===== src/rtl/uart_tx_fifo.sv =====
// uart_tx_fifo: circular-buffer FIFO that feeds a UartTx one word at a time.
//
// Ports:
//   i_clk            clock, all state changes on the rising edge
//   i_reset          asynchronous active-low reset
//   iv_data          word to enqueue, sampled when i_write=1
//   i_write          write strobe
//   o_full           count == 2**DEPTH_LOG2
//   o_empty          count == 0
//   ov_count         number of words stored
//   o_overflow       one-cycle pulse after a write was dropped on a full FIFO
//   ov_tx_data       registered data word to UartTx
//   o_tx_data_ready  registered one-cycle strobe to UartTx
//   i_tx_busy        UartTx busy flag
module uart_tx_fifo #(
  parameter int unsigned WIDTH_DATA   = 8,
  parameter int unsigned DEPTH_LOG2   = 4,
  parameter int unsigned BUSY_TIMEOUT = 4
) (
  input  logic                  i_clk,
  input  logic                  i_reset,
  input  logic [WIDTH_DATA-1:0] iv_data,
  input  logic                  i_write,
  output logic                  o_full,
  output logic                  o_empty,
  output logic [DEPTH_LOG2:0]   ov_count,
  output logic                  o_overflow,
  output logic [WIDTH_DATA-1:0] ov_tx_data,
  output logic                  o_tx_data_ready,
  input  logic                  i_tx_busy
);

  localparam int unsigned Depth  = 2 ** DEPTH_LOG2;
  localparam int unsigned TimerW = (BUSY_TIMEOUT > 1) ? $clog2(BUSY_TIMEOUT) : 1;

  localparam logic [DEPTH_LOG2:0] FullCount = Depth[DEPTH_LOG2:0];
  localparam logic [TimerW-1:0]   TimerLast = TimerW'(BUSY_TIMEOUT - 1);

  localparam logic [1:0] StIdle     = 2'd0;
  localparam logic [1:0] StIssue    = 2'd1;
  localparam logic [1:0] StWaitBusy = 2'd2;
  localparam logic [1:0] StWaitDone = 2'd3;

  logic [WIDTH_DATA-1:0] mem_q [Depth];
  logic [DEPTH_LOG2-1:0] wr_ptr_q;
  logic [DEPTH_LOG2-1:0] rd_ptr_q;
  logic [DEPTH_LOG2:0]   count_q;
  logic                  overflow_q;
  logic                  tx_ready_q;
  logic [WIDTH_DATA-1:0] tx_data_q;
  logic [1:0]            state_q, state_d;
  logic [TimerW-1:0]     timer_q, timer_d;

  logic full, empty, push, pop;

  assign full  = (count_q == FullCount);
  assign empty = (count_q == '0);
  assign push  = i_write & ~full;
  // Popping the head is what moves the FSM from idle into issue.
  assign pop   = (state_q == StIdle) & ~empty & ~i_tx_busy;

  always_comb begin
    state_d = state_q;
    timer_d = timer_q;
    case (state_q)
      StIdle: begin
        if (pop) state_d = StIssue;
      end
      StIssue: begin
        state_d = StWaitBusy;
        timer_d = '0;
      end
      StWaitBusy: begin
        if (i_tx_busy) begin
          state_d = StWaitDone;
        end else if (timer_q == TimerLast) begin
          // Transmitter never acknowledged; treat the word as sent.
          state_d = StIdle;
        end else begin
          timer_d = timer_q + 1'b1;
        end
      end
      StWaitDone: begin
        if (!i_tx_busy) state_d = StIdle;
      end
      default: state_d = StIdle;
    endcase
  end

  always_ff @(posedge i_clk or negedge i_reset) begin
    if (!i_reset) begin
      wr_ptr_q   <= '0;
      rd_ptr_q   <= '0;
      count_q    <= '0;
      overflow_q <= 1'b0;
      tx_ready_q <= 1'b0;
      tx_data_q  <= '0;
      state_q    <= StIdle;
      timer_q    <= '0;
    end else begin
      state_q    <= state_d;
      timer_q    <= timer_d;
      overflow_q <= i_write & full;
      tx_ready_q <= pop;
      if (push) wr_ptr_q <= wr_ptr_q + 1'b1;
      if (pop) begin
        rd_ptr_q  <= rd_ptr_q + 1'b1;
        tx_data_q <= mem_q[rd_ptr_q];
      end
      case ({push, pop})
        2'b10:   count_q <= count_q + 1'b1;
        2'b01:   count_q <= count_q - 1'b1;
        default: count_q <= count_q;
      endcase
    end
  end

  // Storage needs no reset: contents are only read below count.
  always_ff @(posedge i_clk) begin
    if (push) mem_q[wr_ptr_q] <= iv_data;
  end

  assign o_full          = full;
  assign o_empty         = empty;
  assign ov_count        = count_q;
  assign o_overflow      = overflow_q;
  assign ov_tx_data      = tx_data_q;
  assign o_tx_data_ready = tx_ready_q;

endmodule

===== config.mk =====
export PLATFORM = sky130hd
export DESIGN_NAME = uart_tx_fifo
export DESIGN_NICKNAME = d
export VERILOG_FILES = /design/src/rtl/uart_tx_fifo.sv
export SDC_FILE = /design/constraint.sdc
export NUM_CORES = 1
export LEC_CHECK = 0
export BUFFER_PORTS_ARGS = -buffer_cell sky130_fd_sc_hd__buf_2
export CAP_MARGIN = 20
export CORE_MARGIN = 5
export CORE_UTILIZATION = 26
export DETAILED_ROUTE_END_ITERATION = 8
export PLACE_DENSITY = 0.4
export REMOVE_ABC_BUFFERS = 1
export SETUP_SLACK_MARGIN = 0.2
export SYNTH_ARGS = -nofsm -noshare
export SYNTH_HDL_FRONTEND = slang
export SYNTH_SLANG_ARGS = --single-unit

===== constraint.sdc =====
create_clock -name i_clk -period 2.65 [get_ports i_clk]
set_input_delay 0.265 -clock i_clk [delete_from_list [all_inputs] [get_ports i_clk]]
set_output_delay 0.265 -clock i_clk [all_outputs]
set_load 0.01 [all_outputs]

==> metrics.txt <==
share of the yosys chip area belonging to registers=0.719; unrepaired setup endpoints after global routing=false; Via Count=3,077; Multi-input gate area=1680 sq um; number of remaining DRC errors=0; cell count after placement=667; fin cells=700; most frequent cells after synthesis=128 x sky130_fd_sc_hd__edfxtp_1, 27 x sky130_fd_sc_hd__dfrtp_1, 22 x sky130_fd_sc_hd__mux4_1; worst slew slack as a fraction of its limit=0.319; worst slew pin tran=1.02 ns; final period demand of the worst path=2.25 ns; worst reg2reg setup slack=0.40 ns; # H-tree levels=4; minimum setup slack in the final design=0.401 ns; most utilized layer in the global route result=met2; area added between synthesis and finish=18.5%; RD Place Congestion=0.714; GRT met3 Usage=0.0298; share of the synthesized area in the top cell type=0.612; status=completed; top post-synthesis cells by area=sky130_fd_sc_hd__edfxtp_1 61%, sky130_fd_sc_hd__dfrtp_1 11%, sky130_fd_sc_hd__mux4_1 9.2%, sky130_fd_sc_hd__mux4_2 3.6%, sky130_fd_sc_hd__ha_1 2.0%; largest net degree at the start of global routing=36; number of inserted diodes=0; Post-Synthesis Cell Area=6280 sq um; Critical Path Fanout Max=6; startpoint of the worst-slack reg-to-reg timing path=ov_count[3]; Synth cell types=36; Final Max Slew Viols=0; sequence of cells on the critical path=nor4_4, a21boi_2, ha_4, fa_2, a21o_1, a21oi_2, mux2i_1, xnor2_1; Data required, critical path=2.99 ns; Die X=165 um; area inside the core boundary=23,600 sq um; final hold vios=0; FMAX=445 MHz; Nets=391; max-cap check violation count=0; initial antenna violation count=0; Critical Path Max Stage Delay=0.44 ns; Overall Power=7.83 mW; cell area power density=1050 nW/um^2; GRT met2 Usage=0.169; total area of sequential cells=4520 sq um; Final Routed Wirelength=13,200 um; drt initial violations=232; aggregate global-route resource usage=0.102; wire length of the first global-routing pass=19,700 um; CTS clk-pin slew, worst paths=0.06 ns; synthesized netlist cell count=327; P_leak=2.58 nW; Hold Crit Start=i_write; Total Die Area=27,400 sq um; critical path's slowest cell=sky130_fd_sc_hd__dfrtp_2; endpoint arrival time on the critical path=2.58 ns; number of search-and-repair iterations in the first detailed-routing pass=4; number of global-route vias before repair=3,159; R2R cell count=8; Min-Delay Path Depth=2; overall overflow remaining after global route=0; number of enable-type register cells in the synthesized netlist=128; most area-hungry cell type in the Yosys netlist=sky130_fd_sc_hd__edfxtp_1; pre-CTS setup slack=0.162 ns; flops & latches, synth=155; # setup viols final=0; clock tree buffer depth=2; total clock sinks=155; category of the most critical setup path=flip-flop to flip-flop; kind of end point of the critical path=flip-flop; Initial Util=0.266; number of port buffers=28; HPWL after DPL=8130 um; later-pin clock latency in the skew report=0.42 ns; WL per Instance=18.8 um; Reg2Reg Capture Point=ov_count[4]; Hold Path End=o_overflow; category of the worst setup path launch point=flip-flop; largest clock skew in the final design=0.0109 ns; standard-cell rows=56; Global Route met1 Usage=0.132; Avg Cell Area, Syn=19.2 sq um; number of top-level pins=29; Ys Warns=0; class of the tightest hold or removal check=primary input to flip-flop; residual antenna-violating net count after detailed routing=0; highest ir drop seen on vdd=0.386 mV; post-detailed-route via-to-cell ratio=4.40; master cell of the clock root buffer=sky130_fd_sc_hd__clkbuf_16; ratio of cells with drive above 1 in the final layout=0.270; prevailing post-synth register cell=sky130_fd_sc_hd__edfxtp_1; Layout fillers=2,322; die boundary height=165 um; share of synthesized flip-flops with an asynchronous set or reset=0.174; final worst path period share=0.849; CTS Buf Count=17; TritonCTS clock tree=built; Post-CTS Setup Inserts=0; most frequent cell after synthesis=sky130_fd_sc_hd__edfxtp_1
[through the flow]
step | cell area [sq um] | utilization | TNS, ns | hold slack, ns
after global routing | 7440 | 0.315 | 0 | 0.101
after detailed placement | 6810 | 0.288 | 0 | 0.353
after global placement | 6810 | 0.288 | 0 | 0.338
after floorplan | 6180 | - | -0.0925 | -0.0306
after CTS | 7420 | 0.314 | 0 | 0.0941
final | 7440 | 0.315 | 0 | 0.117
[worst max path at each step]
stage	startpoint	end	slack, ns	depth (start not counted)
floorplan	state_q[0]	ov_count[4]	-0.09	8
global placement	ov_count[1]	ov_count[4]	0.21	8
detailed placement	ov_count[1]	ov_count[4]	0.16	8
CTS	state_q[0]	ov_count[4]	0.20	8
global route	ov_count[3]	ov_count[4]	0.24	9
finish	ov_count[3]	ov_count[4]	0.40	8
[cell usage in the layout, fill, tap and decap left out, types with 2 or more instances in the layout]
cell | Yosys | final
sky130_fd_sc_hd__a21boi_2 | 2 | 2
sky130_fd_sc_hd__a21o_1 | 4 | 4
sky130_fd_sc_hd__a21oi_1 | 12 | 11
sky130_fd_sc_hd__a22o_1 | 2 | 2
sky130_fd_sc_hd__buf_2 | 2 | 28
sky130_fd_sc_hd__buf_4 | 1 | 9
sky130_fd_sc_hd__bufinv_16 | 0 | 2
sky130_fd_sc_hd__clkbuf_16 | 0 | 17
sky130_fd_sc_hd__clkinv_2 | 0 | 5
sky130_fd_sc_hd__clkinv_4 | 0 | 2
sky130_fd_sc_hd__dfrtp_1 | 27 | 24
sky130_fd_sc_hd__dfrtp_2 | 0 | 3
sky130_fd_sc_hd__edfxtp_1 | 128 | 128
sky130_fd_sc_hd__ha_1 | 10 | 9
sky130_fd_sc_hd__inv_1 | 4 | 3
sky130_fd_sc_hd__inv_6 | 0 | 4
sky130_fd_sc_hd__inv_8 | 0 | 2
sky130_fd_sc_hd__mux2_2 | 10 | 10
sky130_fd_sc_hd__mux4_1 | 22 | 22
sky130_fd_sc_hd__mux4_2 | 10 | 10
sky130_fd_sc_hd__nand2_1 | 11 | 11
sky130_fd_sc_hd__nand2b_1 | 3 | 3
sky130_fd_sc_hd__nand4_1 | 2 | 2
sky130_fd_sc_hd__nor2_1 | 19 | 19
sky130_fd_sc_hd__nor3_1 | 4 | 4
sky130_fd_sc_hd__o21ai_0 | 4 | 4
sky130_fd_sc_hd__o22ai_1 | 16 | 16
sky130_fd_sc_hd__xnor2_1 | 8 | 8
sky130_fd_sc_hd__xor2_1 | 2 | 2
[logic make-up after synthesis]
group,Yosys count,synth area share
buffers and inverters,21,0.0181
and+or+nand+nor,46,0.0349
DFF,155,0.719
xor gates and xnor gates,10,0.0139
adders and majority gates,11,0.0231
AOI/OAI and AO/OA,41,0.0432
muxes,43,0.147
[state kept, by name, summed over array words and instances, names as in the netlist]
signal / cells
o_tx_data_ready: 1
o_overflow: 1
ov_count: 5
rd_ptr_q: 4
mem_q: 128
ov_tx_data: 8
wr_ptr_q: 4
timer_q: 2
state_q: 2
[power by group]
| group | switching [mW] | internal [mW] | total (mW) |
|---|---|---|---|
| clock | 1.01 | 1.41 | 2.41 |
| combinational | 1.09 | 0.992 | 2.08 |
| sequential | 0.305 | 3.04 | 3.34 |
| total | 2.40 | 5.43 | 7.83 |
[cell type report]
type	count	share of cell area
Sequential cell	155	0.608
Multi-Input combinational cell	151	0.226
Clock buffer	17	0.0572
Tap cell	319	0.0536
Timing Repair Buffer	39	0.0319
Clock inverter	15	0.0215
Inverter	4	0.00202
[what timing repair did]
item                                    4_1_cts  5_1_grt
hold endpoints to repair                     27        0
endpoints found under the setup margin        1        2
pin swaps                                     0        1
hold buffers                                  1        0
resized for setup                             1        8
[layer usage]
layer / wire length (um) / vias to the layer above
met3: 381 / 6
met1: 6120 / 1619
met2: 6590 / 45
li1: - / 1407
met4: 87 / 0
met5: 0 / -
[critical path: cells and delay by family (launching register included)]
family,cells,cell delay [ns]
adders and majority gates,2,0.55
AOI/OAI and AO/OA,3,0.45
DFF,1,0.44
and+or+nand+nor,1,0.38
muxes,1,0.22
xor gates and xnor gates,1,0.13
(Power assumes the default switching activity.)
